===== src/rtl/iiitb_sdm_pkg.sv =====
// Shared constants for the 1010 sync-word link: sync word, stuff trigger, state encoding.
// Imported by the transmitter, its stuffer and the receiver side.
package iiitb_sdm_pkg;

    localparam logic [3:0] SYNC_WORD  = 4'b1010;
    localparam int         SYNC_LEN   = 4;
    localparam logic [2:0] STUFF_TRIG = 3'b101;

    typedef enum logic [1:0] {
        IDLE = 2'd0,
        SYNC = 2'd1,
        DATA = 2'd2,
        GAP  = 2'd3
    } state_e;

    // Sync bits go out MSB first, so index 0 is SYNC_WORD[SYNC_LEN-1].
    function automatic logic sync_bit(input logic [1:0] idx);
        logic [1:0] pos;
        pos = 2'(SYNC_LEN - 1) - idx;
        return SYNC_WORD[pos];
    endfunction

endpackage


===== src/rtl/iiitb_sdm_tx_if.sv =====
// Payload valid/ready handshake into the sync-word transmitter.
interface iiitb_sdm_tx_if #(
    parameter int DATA_W = 8
);
    logic [DATA_W-1:0] din;
    logic              din_valid;
    logic              din_ready;

    modport master (output din, output din_valid, input din_ready);
    modport slave  (input din, input din_valid, output din_ready);
endinterface


===== src/rtl/iiitb_sdm_stuffer.sv =====
// Line history (last three bits driven, oldest in bit 2) and the stuff request it implies.
// Shared with the receiver's de-stuffer, which feeds it the received bits instead.
module iiitb_sdm_stuffer
    import iiitb_sdm_pkg::*;
(
    input  logic clk,
    input  logic reset,
    input  logic bit_i,
    output logic stuff_req_o
);

    logic [2:0] hist_q;
    logic [2:0] hist_d;

    assign hist_d = {hist_q[1:0], bit_i};

    // NOTE: sequential state uses non-blocking assignments so every flop samples pre-edge values.
    always_ff @(posedge clk or negedge reset) begin
        if (!reset) begin
            hist_q <= '0;
        end else begin
            hist_q <= hist_d;
        end
    end

    assign stuff_req_o = (hist_q == STUFF_TRIG);

endmodule


===== src/rtl/iiitb_sdm_tx.sv =====
// Serial frame transmitter: sync word 1010, bit-stuffed MSB-first payload, zero gap.
// state_q always names the kind of bit currently on dout; the comb block picks the next bit.
module iiitb_sdm_tx
    import iiitb_sdm_pkg::*;
#(
    parameter int DATA_W   = 8,
    parameter int GAP_BITS = 2
) (
    input  logic           clk,
    input  logic           reset,
    iiitb_sdm_tx_if.slave  din_if,
    output logic           dout,
    output logic           sync_mark,
    output logic           busy
);

    localparam int MAX_CNT = (DATA_W > GAP_BITS)
                           ? ((DATA_W > SYNC_LEN) ? DATA_W : SYNC_LEN)
                           : ((GAP_BITS > SYNC_LEN) ? GAP_BITS : SYNC_LEN);
    localparam int CNT_W   = $clog2(MAX_CNT + 1);

    state_e              state_q, state_d;
    logic [CNT_W-1:0]    cnt_q, cnt_d, left;
    logic [DATA_W-1:0]   shreg_q, shreg_d;
    logic                dout_d, mark_d;
    logic                stuff_req, accept, data_step;

    assign din_if.din_ready = reset & (state_q == IDLE);
    assign accept           = din_if.din_valid & din_if.din_ready;
    assign busy             = (state_q != IDLE);

    iiitb_sdm_stuffer u_stuffer (
        .clk         (clk),
        .reset       (reset),
        .bit_i       (dout_d),
        .stuff_req_o (stuff_req)
    );

    // cnt_q counts sync bits sent in SYNC, payload bits left in DATA, gap bits sent in GAP.
    // NOTE: every comb output gets a default first, so no path can infer a latch.
    always_comb begin
        state_d   = state_q;
        cnt_d     = cnt_q;
        shreg_d   = shreg_q;
        dout_d    = 1'b0;
        mark_d    = 1'b0;
        data_step = 1'b0;
        left      = (state_q == SYNC) ? CNT_W'(DATA_W) : cnt_q;

        case (state_q)
            IDLE: begin
                if (accept) begin
                    state_d = SYNC;
                    dout_d  = sync_bit(2'd0);
                    cnt_d   = CNT_W'(1);
                    shreg_d = din_if.din;
                end
            end
            SYNC: begin
                if (cnt_q != CNT_W'(SYNC_LEN)) begin
                    dout_d = sync_bit(cnt_q[1:0]);
                    mark_d = (cnt_q == CNT_W'(SYNC_LEN - 1));
                    cnt_d  = cnt_q + CNT_W'(1);
                end else begin
                    data_step = 1'b1;
                end
            end
            DATA: data_step = 1'b1;
            GAP: begin
                if (cnt_q != CNT_W'(GAP_BITS)) begin
                    cnt_d = cnt_q + CNT_W'(1);
                end else begin
                    state_d = IDLE;
                    cnt_d   = '0;
                end
            end
            default: state_d = IDLE;
        endcase

        // A stuff request also covers the tail stuff once the payload is exhausted.
        if (data_step) begin
            state_d = DATA;
            if (stuff_req) begin
                dout_d = 1'b1;
                cnt_d  = left;
            end else if (left != '0) begin
                dout_d  = shreg_q[DATA_W-1];
                shreg_d = shreg_q << 1;
                cnt_d   = left - CNT_W'(1);
            end else begin
                state_d = GAP;
                cnt_d   = CNT_W'(1);
            end
        end
    end

    always_ff @(posedge clk or negedge reset) begin
        if (!reset) begin
            state_q   <= IDLE;
            cnt_q     <= '0;
            shreg_q   <= '0;
            dout      <= 1'b0;
            sync_mark <= 1'b0;
        end else begin
            state_q   <= state_d;
            cnt_q     <= cnt_d;
            shreg_q   <= shreg_d;
            dout      <= dout_d;
            sync_mark <= mark_d;
        end
    end

endmodule


===== src/flat_wrapper.sv =====
// flat-port wrapper written by rule: the top's interface ports become plain ports
module iiitb_sdm_tx_flat import iiitb_sdm_pkg::*;
#(
    parameter int DATA_W   = 8,
    parameter int GAP_BITS = 2
)
  (clk, reset, dout, sync_mark, busy, din_if_din, din_if_din_valid, din_if_din_ready);
  iiitb_sdm_tx_if #(.DATA_W(DATA_W)) din_if_i ();
  input  logic clk;
  input  logic reset;
  output logic dout;
  output logic sync_mark;
  output logic busy;
  input wire logic [$bits(din_if_i.din)-1:0] din_if_din;
  input wire logic [$bits(din_if_i.din_valid)-1:0] din_if_din_valid;
  output wire logic [$bits(din_if_i.din_ready)-1:0] din_if_din_ready;
  assign din_if_i.din = din_if_din;
  assign din_if_i.din_valid = din_if_din_valid;
  assign din_if_din_ready = din_if_i.din_ready;
  iiitb_sdm_tx #(.DATA_W(DATA_W), .GAP_BITS(GAP_BITS)) u_core (.clk(clk), .reset(reset), .din_if(din_if_i), .dout(dout), .sync_mark(sync_mark), .busy(busy));
endmodule

===== config.mk =====
export PLATFORM = sky130hd
export DESIGN_NAME = iiitb_sdm_tx_flat
export DESIGN_NICKNAME = d
export VERILOG_FILES = /design/src/rtl/iiitb_sdm_pkg.sv /design/src/rtl/iiitb_sdm_tx_if.sv /design/src/rtl/iiitb_sdm_stuffer.sv /design/src/rtl/iiitb_sdm_tx.sv /design/src/flat_wrapper.sv
export SDC_FILE = /design/constraint.sdc
export NUM_CORES = 1
export LEC_CHECK = 0
export CORE_UTILIZATION = 55
export DETAILED_ROUTE_END_ITERATION = 12
export DONT_BUFFER_PORTS = 1
export GPL_ROUTABILITY_DRIVEN = 1
export PLACE_DENSITY = 0.7
export SLEW_MARGIN = 10
export SYNTH_ARGS = -nofsm -noshare
export SYNTH_HDL_FRONTEND = slang
export SYNTH_SLANG_ARGS = --single-unit

===== constraint.sdc =====
create_clock -name clk -period 2.8 [get_ports clk]
set_input_delay 0.28 -clock clk [delete_from_list [all_inputs] [get_ports clk]]
set_output_delay 0.28 -clock clk [all_outputs]
set_load 0.03 [all_outputs]

==> summary.md, run 1 <==
| Metric | Value |
|---|---|
| Peak supply drop | 0.588 mV |
| Synth Cell Area | 1270 sq um |
| Slew headroom | 44.6% |
| Layout Nets | 163 |
| First-pass GRT wire length | 4620 um |
| Clock skew | 2.61 ps |
| CP bufs+invs | 2 |
| Startpoint type of the worst setup path | flip-flop |
| Synth top area cells | dfrtp_1, ha_1, mux2i_1 |
| Final core utilization | 60.0% |
| CP endpoint kind | flip-flop |
| Layout Area Growth over Synthesis | 3.85% |
| Setup Buffers After CTS | 0 |
| Drt via density | 6.40 |
| Largest net degree at the start of global routing | 19 |
| Worst Path Required | 3040 ps |
| Non-Filler Instances | 170 |
| Hpwl dp | 1990 um |
| Post-Synthesis Cells | 141 |
| Multi-input gate area | 731 sq um |
| Grt ovf | 0 |
| IO Count | 15 |
| Predominant post-synthesis flop cell | dfrtp_1 |
| Synthesized Nets | 161 |
| Antenna Nets Post-Route | 0 |
| Initial antenna violation count | 0 |
| Vias in the first global route | 1,018 |
| Pre-antenna DRT Iters | 4 |
| Max Root-Sink Buffers | 2 |
| Hold Startpoint | din_if_din[4] |
| Inserted Clock Buffers | 3 |
| Yosys reg bits | 18 |
| Core Region | 2190 sq um |
| Row count | 17 |
| Routed WL per cell | 16.0 um |
| Crit path kind | flip-flop to flip-flop |
| Achievable Freq | 447 MHz |
| Critical Path Start | u_core.state_q[1]$_DFFE_PN0P_ |
| Clk_lat worst skew | 300 ps |
| Gr usage total | 24.4% |
| Fill cell count | 187 |
| Min Hold Slack | 184 ps |
| Worst slew pin tran | 828 ps |
| Die height | 50.0 um |
| CTS resizes | 0 |
| Full die area | 2500 sq um |
| IO buf count | 0 |
| Post-Syn Area per Cell | 8.98 sq um |
| Drc violations | 0 |
| Number of synthesized flops with an enable pin | 0 |
| Status | complete, no violations |
| Final Wtd Congestion | 0.899 |
| Hold Path Class | primary input to flip-flop |
| Slew Viols, Final | 0 |
| FF-to-FF Start | u_core.state_q[1]$_DFFE_PN0P_ |
| Ys async rst share | 100% |
| Synthesis Warnings | 0 |
| Layout cells sized above 1 | 9.15% |
| Reg clk slew, reported paths | 110 ps |
| Root Driver | clkbuf_4 |
| Cell area after layout | 1320 sq um |
| Placement Cell Area | 1270 sq um |
| Register area | 450 sq um |
| Synth top area share | 35.6% |
| Synth top cells by count | dfrtp_1, a21oi_1, nor2_1 |
| H-tree levels | 1 |
| Sequential share of the synthesized area | 35.6% |
| Critical-path cell list | inv_1 > ha_1 > and4b_1 > o21a_2 > nand3_1 > buf_4 > o221ai_1 > a22o_1 |
| Fin crit share | 79.9% |
| Final worst path period need | 2240 ps |
| DR vias | 1,088 |
| DRT iter0 DRCs | 23 |
| Total Wirelength | 2720 um |
| Slowest CP cell | dfrtp_1 |
| Cts-stage hold buffer count | 1 |
| Family with the most delay on the worst path | compound AO/OA/AOI/OAI gates |
| Die width | 50.0 um |
| Initial core utilization | 57.8% |
| Dominant cell type by area after synthesis | dfrtp_1 |
| TritonCTS clock tree | done |
| CP Max Fanout | 16 |
| Final setup viols | 0 |
| Synth unique cells | 40 |
| Ant. Diodes | 0 |
| PD cells | 1220 nW/um^2 |
| Max Cap Viol | 0 |
| Setup TNS | 0 ps |
| Most instantiated library cell after synthesis | dfrtp_1 |
| CP max stage delay | 430 ps |
| Clk sink count | 18 |
| RSZ-0062 raised after global routing | false |
| Pleak | 0.615 nW |
| Placed insts | 165 |
| Worst EP arrival | 2480 ps |
| Fin. Hold Viols | 0 |
[per-layer routing]
| layer | part of all wire [%] | global-route usage (%) | routed length (um) | up-vias |
|---|---|---|---|---|
| met3 | 7.5 | 5.86 | 203 | 6 |
| li1 | - | - | - | 521 |
| met1 | 44 | 32.2 | 1200 | 520 |
| met4 | 2.1 | 8.57 | 56 | 0 |
| met2 | 46 | 38.2 | 1260 | 41 |
| met5 | 0 | 0 | 0 | - |
[cells by family (layout without fill, tap and decap cells)]
group / Yosys count / count (layout) / share of synthesized area, %
adder cells (fa/ha/maj): 9 / 9 / 8.89
AND/OR/NAND/NOR: 45 / 45 / 18.5
flip-flops: 18 / 18 / 35.6
multiplexers: 8 / 8 / 6.32
AO/OA/AOI/OAI: 46 / 46 / 24.0
buffers and inverters: 15 / 16 / 6.72
[path summary, 6_finish.rpt]
kind	endpoint	slack (ps)	depth (start not counted)
max	u_core.cnt_q[2]$_DFFE_PN0P_	560	8
min in group asynchronous	u_core.state_q[0]$_DFFE_PN0P_	510	1
max in group asynchronous	u_core.cnt_q[2]$_DFFE_PN0P_	1780	1
max reg2reg	u_core.cnt_q[2]$_DFFE_PN0P_	560	8
min	u_core.shreg_q[4]$_DFF_PN0_	180	2
min reg2reg	u_core.u_stuffer.hist_q[2]$_DFF_PN0_	400	0
[stage by stage]
step,worst slack [ps],power (mW)
finish,563,1.61
global placement,728,1.40
detailed placement,634,1.43
global route,472,1.76
CTS,598,1.60
floorplan,972,1.27
[flip-flops by register name, summed over array words and instances (netlist names)]
register                 count
u_core.sync_mark             1
u_core.cnt_q                 4
u_core.state_q               2
u_core.shreg_q               8
u_core.u_stuffer.hist_q      3
[power by group]
group / internal (mW) / total (mW) / switching (mW)
Combinational: 0.376 / 0.949 / 0.573
Sequential: 0.376 / 0.493 / 0.117
Clock: 0.0793 / 0.165 / 0.0861
Total: 0.832 / 1.61 / 0.776
[placed cells by master (no fill, tap or decap), drive strengths merged, types with 3 or more instances in the layout]
cell type | netlist | final
dfrtp | 18 | 18
a21oi | 14 | 14
nor2 | 13 | 13
o21ai | 11 | 11
ha | 9 | 9
inv | 8 | 8
mux2i | 8 | 8
nand2 | 7 | 7
nand3 | 7 | 7
a31oi | 5 | 5
nor2b | 4 | 4
clkbuf | 0 | 4
and2 | 3 | 3
buf | 7 | 3
[final cells by class]
| cell class | instances | share of cell area, % |
|---|---|---|
| Clock buffer | 4 | 2.76 |
| Inverter | 8 | 2.28 |
| Multi-Input combinational cell | 108 | 55.6 |
| Sequential cell | 18 | 34.3 |
| Tap cell | 28 | 2.66 |
| Timing Repair Buffer | 4 | 2.47 |
No activity file was read; power rests on OpenSTA's default activity.
==> run 2, diff against run 1 <==
PLACE_DENSITY = 0.73   (was 0.7)
clock period = 1.9 ns   (was 2.8 ns; I/O delays follow)
==> run 2 against run 1 <==
  * Global-route usage is 0.96 points lower
  * Sequential power is 39% higher
  * Clock skew is 1.4 ps lower
  * Wire length is 10% higher
  * Power is 75% higher
  * Register-to-register slack worse by 500 ps
  * Clock-buffer cell count stayed put
  * Via count is 6.7% higher
  * Worst setup slack worse by 500 ps
  * First-iteration DRC count grew to 3.9 times the previous value
  * Core utilization is 8.9 points higher
  * Critical path type unchanged
  * Largest cell class unchanged
  * Largest power group unchanged
==> summary.md, run 2 (same netlist as run 1, synthesis figures left out) <==
| Metric | Value |
|---|---|
| Clk sink count | 18 (unchanged) |
| Row count | 17 (unchanged) |
| Most frequent cells in the layout | dfrtp_1, a21oi_1, buf_4 (was dfrtp_1, a21oi_1, nor2_1) |
| IO buf count | 0 (unchanged) |
| Worst EP arrival | 2030 ps (was 2480 ps) |
| Max reg flops | 8 (unchanged) |
| Worst slew pin tran | 819 ps (was 828 ps) |
| Startpoint type of the worst setup path | flip-flop (unchanged) |
| Non-Filler Instances | 181 (was 170) |
| Net Switching | 1.31 mW (was 0.776 mW) |
| Metal2 WL | 1420 um (was 1260 um) |
| Hpwl dp | 1960 um (was 1990 um) |
| PD cells | 1860 nW/um^2 (was 1220 nW/um^2) |
| Sequential power share | 24.5% (was 30.7%) |
| Root Driver | clkbuf_4 (unchanged) |
| Reg clk slew, reported paths | 100 ps (was 110 ps) |
| Power share of the clock group | 8.6% (was 10.3%) |
| Layout Area Growth over Synthesis | 19.2% (was 3.85%) |
| Grt ovf | 0 (unchanged) |
| Largest regs | u_core.shreg_q x8, u_core.cnt_q x4, u_core.u_stuffer.hist_q x3 (unchanged) |
| Largest net degree at the start of global routing | 19 (unchanged) |
| Antenna Nets Post-Route | 0 (unchanged) |
| Fin crit share | 96.5% (was 79.9%) |
| Top reg by flops | u_core.shreg_q (unchanged) |
| First-pass GRT wire length | 4400 um (was 4620 um) |
| Ant. Diodes | 0 (unchanged) |
| Slew Viols, Final | 0 (unchanged) |
| Total Power | 2.81 mW (was 1.61 mW) |
| Wl on met1 | 1280 um (was 1200 um) |
| Top Metal Used | met4 (unchanged) |
| Final Wtd Congestion | 0.925 (was 0.899) |
| Placement Cell Area | 1340 sq um (was 1270 sq um) |
| Fin. Hold Viols | 0 (unchanged) |
| Clk_lat worst skew | 300 ps (about the same) |
| Comb pwr share | 66.9% (was 59.0%) |
| DRT iter0 DRCs | 89 (was 23) |
| Inserted Clock Buffers | 3 (unchanged) |
| CP endpoint kind | flip-flop (unchanged) |
| Final setup viols | 0 (unchanged) |
| CP max stage delay | 460 ps (was 430 ps) |
| CP Max Fanout | 7 (was 16) |
| Drc violations | 0 (unchanged) |
| Achievable Freq | 546 MHz (was 447 MHz) |
| Initial core utilization | 57.8% (unchanged) |
| IO Count | 15 (unchanged) |
| Pint | 1.50 mW (was 0.832 mW) |
| Slowest CP cell | dfrtp_2 (was dfrtp_1) |
| Routed WL per cell | 16.6 um (was 16.0 um) |
| Setup TNS | 0 ps (unchanged) |
| H-tree levels | 1 (unchanged) |
| Wire length on met3 | 197 um (was 203 um) |
| Cell area after layout | 1510 sq um (was 1320 sq um) |
| Hold Path Class | primary input to flip-flop (unchanged) |
| Fill cell count | 148 (was 187) |
| Gr usage total | 23.4% (was 24.4%) |
| Clock skew | 1.18 ps (was 2.61 ps) |
| Die width | 50.0 um (unchanged) |
| Drt via density | 6.41 (was 6.40) |
| Critical-path cell list | inv_1 > ha_4 > a2111oi_2 > a31oi_1 > and2_1 > a22o_2 (was inv_1 > ha_1 > and4b_1 > o21a_2 > nand3_1 > buf_4 > o221ai_1 > a22o_1) |
| Most common cell after layout, fill and taps aside | dfrtp_1 (unchanged) |
| Die height | 50.0 um (unchanged) |
| Max Cap Viol | 0 (unchanged) |
| TritonCTS clock tree | done (unchanged) |
| RSZ-0062 raised after global routing | true (was false) |
| Crit path kind | flip-flop to flip-flop (unchanged) |
| Slew headroom | 45.2% (was 44.6%) |
| Total Wirelength | 3000 um (was 2720 um) |
| Max Root-Sink Buffers | 2 (unchanged) |
| Final core utilization | 68.9% (was 60.0%) |
| Peak supply drop | 1.15 mV (was 0.588 mV) |
| Pleak | 0.679 nW (was 0.615 nW) |
| Core Region | 2190 sq um (unchanged) |
| Vias in the first global route | 1,009 (was 1,018) |
| Final worst path period need | 1830 ps (was 2240 ps) |
| Family with the most delay on the worst path | compound AO/OA/AOI/OAI gates (unchanged) |
| DR vias | 1,161 (was 1,088) |
| Layout cells sized above 1 | 26.1% (was 9.15%) |
| Placed insts | 173 (was 165) |
| Worst Path Required | 2100 ps (was 3040 ps) |
| Status | complete, no violations (unchanged) |
| Pre-antenna DRT Iters | 4 (unchanged) |
| CP bufs+invs | 1 (was 2) |
| Layout Nets | 174 (was 163) |
| Full die area | 2500 sq um (unchanged) |
| Switching fraction of total power | 46.5% (was 48.3%) |
| Initial antenna violation count | 0 (unchanged) |
run 2: cell type report:
cell class	count	area [sq um]	share of cell area, %
well taps	28	35.0	2.32
repair buffers	15	128	8.46
clock buffers	4	36.3	2.40
multi-input cells	108	828	54.9
flip-flops and latches	18	452	29.9
inverters	8	30.0	1.99
run 2: worst paths after layout:
| path | start | endpoint | cells past startpoint | slack (ps) |
|---|---|---|---|---|
| min reg2reg | u_core.u_stuffer.hist_q[1]$_DFF_PN0_ | u_core.u_stuffer.hist_q[2]$_DFF_PN0_ | 0 | 410 |
| max | u_core.state_q[0]$_DFFE_PN0P_ | u_core.state_q[1]$_DFFE_PN0P_ | 6 | 70 |
| max reg2reg | u_core.state_q[0]$_DFFE_PN0P_ | u_core.state_q[1]$_DFFE_PN0P_ | 6 | 70 |
| max in group asynchronous | reset | u_core.state_q[0]$_DFFE_PN0P_ | 1 | 930 |
| min | din_if_din[4] | u_core.shreg_q[4]$_DFF_PN0_ | 2 | 90 |
| min in group asynchronous | reset | u_core.u_stuffer.hist_q[2]$_DFF_PN0_ | 1 | 420 |
run 2: repair_timing:
item                                   CTS  global route
endpoints found under the hold margin   18             0
hold buffers                             1             0
setup buffers                            0             3
pin swaps                                0             2
setup endpoints to repair                3            14
resized for setup                        2            21
run 2: power groups by stage:
stage / combinational, mW / clock (mW) / sequential, mW
3_3_place_gp: 1.51 / 0 / 0.681
6_report: 1.88 / 0.242 / 0.687
3_5_place_dp: 1.55 / 0 / 0.687
4_1_cts: 1.58 / 0.249 / 0.678
2_1_floorplan: 1.17 / 0 / 0.695
5_1_grt: 2.04 / 0.263 / 0.711
run 2: per-layer routing:
layer | vias up | global-route usage, %
met5 | - | 0
li1 | 543 | -
met1 | 541 | 29.3
met2 | 64 | 40.0
met3 | 13 | 2.47
met4 | 0 | 10.5
run 2: metrics by stage:
| stage | hold slack (ps) | worst slack (ps) |
|---|---|---|
| CTS | 92.8 | -29.7 |
| global placement | -105 | 50.8 |
| global route | 97.6 | -29.5 |
| floorplan | -106 | 71.8 |
| finish | 92.8 | 67.2 |
| detailed placement | -105 | -25.2 |
==> run 3, diff against run 2 <==
CTS_CLUSTER_DIAMETER = 50   (was not set)
==> results of run 3 <==
Final layout, timing and power as in run 2 (identical DEF).
